[config.mk]
export PLATFORM = sky130hd
export DESIGN_NAME = reg_n_bits
export DESIGN_NICKNAME = d
export VERILOG_FILES = /design/src/rtl/reg_n_bits.sv
export SDC_FILE = /design/constraint.sdc
export NUM_CORES = 1
export LEC_CHECK = 0
export ABC_AREA = 1
export CORE_MARGIN = 5
export CORE_UTILIZATION = 38
export DETAILED_ROUTE_END_ITERATION = 7
export PLACE_DENSITY = 0.89
export SLEW_MARGIN = 20
export SYNTH_ARGS = -nofsm -noshare
export SYNTH_HDL_FRONTEND = slang
export SYNTH_SLANG_ARGS = --single-unit
[constraint.sdc]
create_clock -name clk -period 1.27 [get_ports clk]
set_input_delay 0.381 -clock clk [delete_from_list [all_inputs] [get_ports clk]]
set_output_delay 0.381 -clock clk [all_outputs]
set_load 0.01 [all_outputs]
[src/rtl/reg_n_bits.sv]
// N-bit load-enabled storage register with synchronous clear and a one-cycle
// "updated" flag so the register bank can track which entries were just written.
module reg_n_bits #(
  parameter int unsigned     N           = 64,
  parameter logic [N-1:0]    RESET_VALUE = {N{1'b0}}
) (
  input  logic         clk,
  input  logic         rst_n,
  input  logic [N-1:0] x,
  input  logic         load,
  input  logic         clear,
  output logic [N-1:0] x_out,
  output logic         updated
);

  // Initializers give the documented pre-reset simulation value; hardware
  // behaviour before the first reset edge is not relied upon.
  logic [N-1:0] r_x   = RESET_VALUE;
  logic         r_upd = 1'b0;

  // Priority: reset, then clear, then load. Clear beats a coincident load.
  always_ff @(posedge clk) begin
    if (!rst_n) begin
      r_x   <= RESET_VALUE;
      r_upd <= 1'b0;
    end else if (clear) begin
      r_x   <= RESET_VALUE;
      r_upd <= 1'b0;
    end else if (load) begin
      r_x   <= x;
      r_upd <= 1'b1;
    end else begin
      r_upd <= 1'b0;
    end
  end

  assign x_out   = r_x;
  assign updated = r_upd;

endmodule

# Word level (Yosys, flattened, before mapping)
# Index checks and enable logic that the tools add are counted.
# word_totals
ff_bits	65
input_bits	68
output_inout_bits	65
wordCells	5
# op_classes
mux	1
bitwise_logic	1
reduce_logical	1
# op_table
op	count
$reduce_or A2 Y1	1
$mux W1	1
$not A1 Y1	1

# Logic depth before layout (Yosys ltp)
# depth
depth_word	2
depth_mapped	5
ltp_nobuf	3

# Worst setup path after synthesis
# OpenSTA, ideal clock, no wires.
# synth_timing
kind	input-to-reg
start	in clear
end	reg r_x[11] (netlist: x_out[11])
setup_time_ns	0.125
t_arrival_ns	0.872
required_ns	1.145
setup_slack_ns	0.273
stages	5
n_path_buf	2
cell_sequence	inv_1 nand2_1 buf_6 buf_2 a21oi_2
# synth_between
elab_chain_len	1
# synth_lines
item	line_no	source
from (decl)	11	input logic clear,
$reduce_or A2 Y1 (no source line)	--	
to (signal assigned)	24	r_x <= RESET_VALUE;
to (signal assigned)	27	r_x <= RESET_VALUE;
to (signal assigned)	30	r_x <= x;
to (decl)	18	logic [N-1:0] r_x = RESET_VALUE;
# Every way passes these cells.
# A chain may end at the register's enable or synchronous reset.

# Worst setup path in the final report
# layout_timing
start	reg r_x[0] (netlist: x_out[0])
end	out x_out[0]
# layout_rtl
item	line_no	source
to (decl)	12	output logic [N-1:0] x_out,
# No word-level cell between the ends.

==> flow_metrics.env <==
export IMPL_status="finished clean"
export IMPL_r2r_end="x_out[59]"
export IMPL_dieWidth_um=89.26
export IMPL_gp_congestion=0.7205
export IMPL_reg2reg_from="x_out[59]"
export IMPL_tritoncts="yes"
export IMPL_io_pins=133
export IMPL_syn_nets=350
export IMPL_max_clock_freq_mhz=841.5
export IMPL_worstHoldStart="x_out[9]"
export IMPL_antenna_left=0
export IMPL_start_kind="flip-flop"
export IMPL_drtIter0Drc=69
export IMPL_cp_top_family="flip-flops"
export IMPL_dr_pass1_iters=4
export IMPL_ys_types=10
export IMPL_dpl_hpwl_um=4866
export IMPL_rsz0062_at_grt="no"
export IMPL_total_leakage_power_uw=0.001552
export IMPL_arrival_ps=810
export IMPL_r2r_cells=2
export IMPL_path_cells="buf_2"
export IMPL_clk_latency_ps=320
export IMPL_maxCapViolations=0
export IMPL_cts_root_buffer="clkbuf_8"
export IMPL_seq_area_frac_synth_pct=54.51
export IMPL_critPathMaxStageDelay_ps=340
export IMPL_multi_input_area_um2=904.6
export IMPL_final_common_cell="nand2_1"
export IMPL_diodes=0
export IMPL_vias=2257
export IMPL_start_util_pct=39.62
export IMPL_avgSynthCellArea_um2=8.466
export IMPL_cp_slowest_cell="dfxtp_1"
export IMPL_cts_setup_buffers=0
export IMPL_rrSetupSlack_ps=660
export IMPL_synth_cells=282
export IMPL_regArea_mm2=0.001316
export IMPL_p_per_area_mw_per_mm2=1164
export IMPL_ys_warn_count=0
export IMPL_ys_ff_latch=65
export IMPL_setup_tns_final_ps=0
export IMPL_rows=28
export IMPL_coreArea_mm2=0.006026
export IMPL_drive_above_1_share_pct=30.77
export IMPL_path_class="flip-flop to output port"
export IMPL_endpoint_kind="output port"
export IMPL_finClkSkew_ps=0
export IMPL_min_period_ps=1188
export IMPL_synth_area_mm2=0.002387
export IMPL_required_ps=890
export IMPL_dieArea_mm2=0.007967
export IMPL_cts_resized=271
export IMPL_antenna_found_initial=0
export IMPL_wire_per_inst_um=13.43
export IMPL_routed_via_density=4.597
export IMPL_cts_hold_repair_buffers=0
export IMPL_cts_buffers=9
export IMPL_slew_headroom_pct=87.18
export IMPL_syn2layout_area_growth_pct=50.79
export IMPL_crit_buf_inv=1
export IMPL_mostFrequentLayoutCells="nand2_1 (128), clkdlybuf4s50_1 (66), buf_2 (66), dfxtp_1 (53), a21oi_1 (39)"
export IMPL_slew_viol_final=0
export IMPL_htree_levels=3
export IMPL_setup_ws_ps=81.60
export IMPL_tightest_slew_ps=192.3
export IMPL_hold_path_class="flip-flop to flip-flop"
export IMPL_clk_path_buf_depth=2
export IMPL_hold_violations=0
export IMPL_setup_viol=0
export IMPL_grt_overflow_total=0
export IMPL_path_clk_slew_ps=70
export IMPL_clkSinkCount=65
export IMPL_place_ws_ps=-171.9
export IMPL_period_share_pct=93.58
export IMPL_fillCellCount=558
export IMPL_grt_use_total_pct=16.61
export IMPL_grt_max_degree=34
export IMPL_drc=0
export IMPL_ir_drop_v=0.0006894
export IMPL_whs_endpoint="x_out[9]"
export IMPL_crit_path_max_fanout=2
export IMPL_wl_um=6592
export IMPL_grt_pass1_vias=2252
export IMPL_io_buffers=132
export IMPL_die_h_um=89.26
export IMPL_grt_pass1_wl_um=10260
export IMPL_holdPathStages=2
export IMPL_nets=481
[stage by stage]
| step | hold WS (ps) | instances | total power [uW] | instance area (um^2) | utilization, % |
|---|---|---|---|---|---|
| after floorplan | 480.2 | 282 | 2436 | 2387 | - |
| after global placement | 445.7 | 477 | 2799 | 3741 | 62.08 |
| after detailed placement | 449.1 | 477 | 2811 | 3741 | 62.08 |
| after CTS | 456.8 | 491 | 4253 | 3606 | 59.84 |
| after global routing | 478.6 | 491 | 4414 | 3600 | 59.74 |
| final | 456.1 | 491 | 4191 | 3600 | 59.74 |
[worst max-delay path by stage]
stage,end,startpoint,depth (start not counted),slack (ps)
after floorplan,x_out[11],clear,5,270
after global placement,x_out[9],clear,5,-110
after detailed placement,x_out[25],clear,5,-170
after CTS,x_out[63],x_out[63],1,0.6
after global routing,x_out[1],x_out[1],1,30
final,x_out[0],x_out[0],1,80
[logic make-up after synthesis]
| logic type | synth area share [%] |
|---|---|
| and+or+nand+nor | 20.44 |
| DFF | 54.51 |
| AOI/OAI and AO/OA | 17.35 |
| buffers and inverters | 7.704 |
[final cells by class]
cell class	count	area share (%)
timing repair buffer	141	30.80
clock buffer	11	4.206
tap	75	2.607
clock inverter	3	0.4866
multi-input combinational	194	25.13
sequential	65	36.57
inverter	2	0.2086
[cells in the mapped netlist]
library cell	count	share of area (%)
buf_4	6	1.9
inv_1	1	0.16
a21oi_1	39	8.2
dfxtp_1	65	55
buf_6	9	4.2
inv_2	1	0.16
a21oi_2	25	9.2
nor2_1	1	0.16
buf_2	6	1.3
nand2_1	129	20
[layer usage]
metal / part of all wire (%) / up-vias / global-route usage (%)
met2: 50 / 84 / 29.14
met3: 10 / 4 / 7.373
met4: 0.46 / 0 / 4.465
met1: 39 / 1011 / 18.24
li1: - / 1158 / -
met5: 0 / - / 0
[sequential cells by signal, summed over array words and instances (netlist names)]
signal	flops
updated	1
x_out	64
[report_power, final]
group          switching (uW)  leakage (uW)  total [uW]  internal (uW)
sequential               31.5      0.000535        2140           2110
clock                     704     0.0000871        1490            785
combinational             254      0.000930         564            310
total                     990       0.00155        4190           3200
Note: power is estimated with default switching activity, not from simulation.
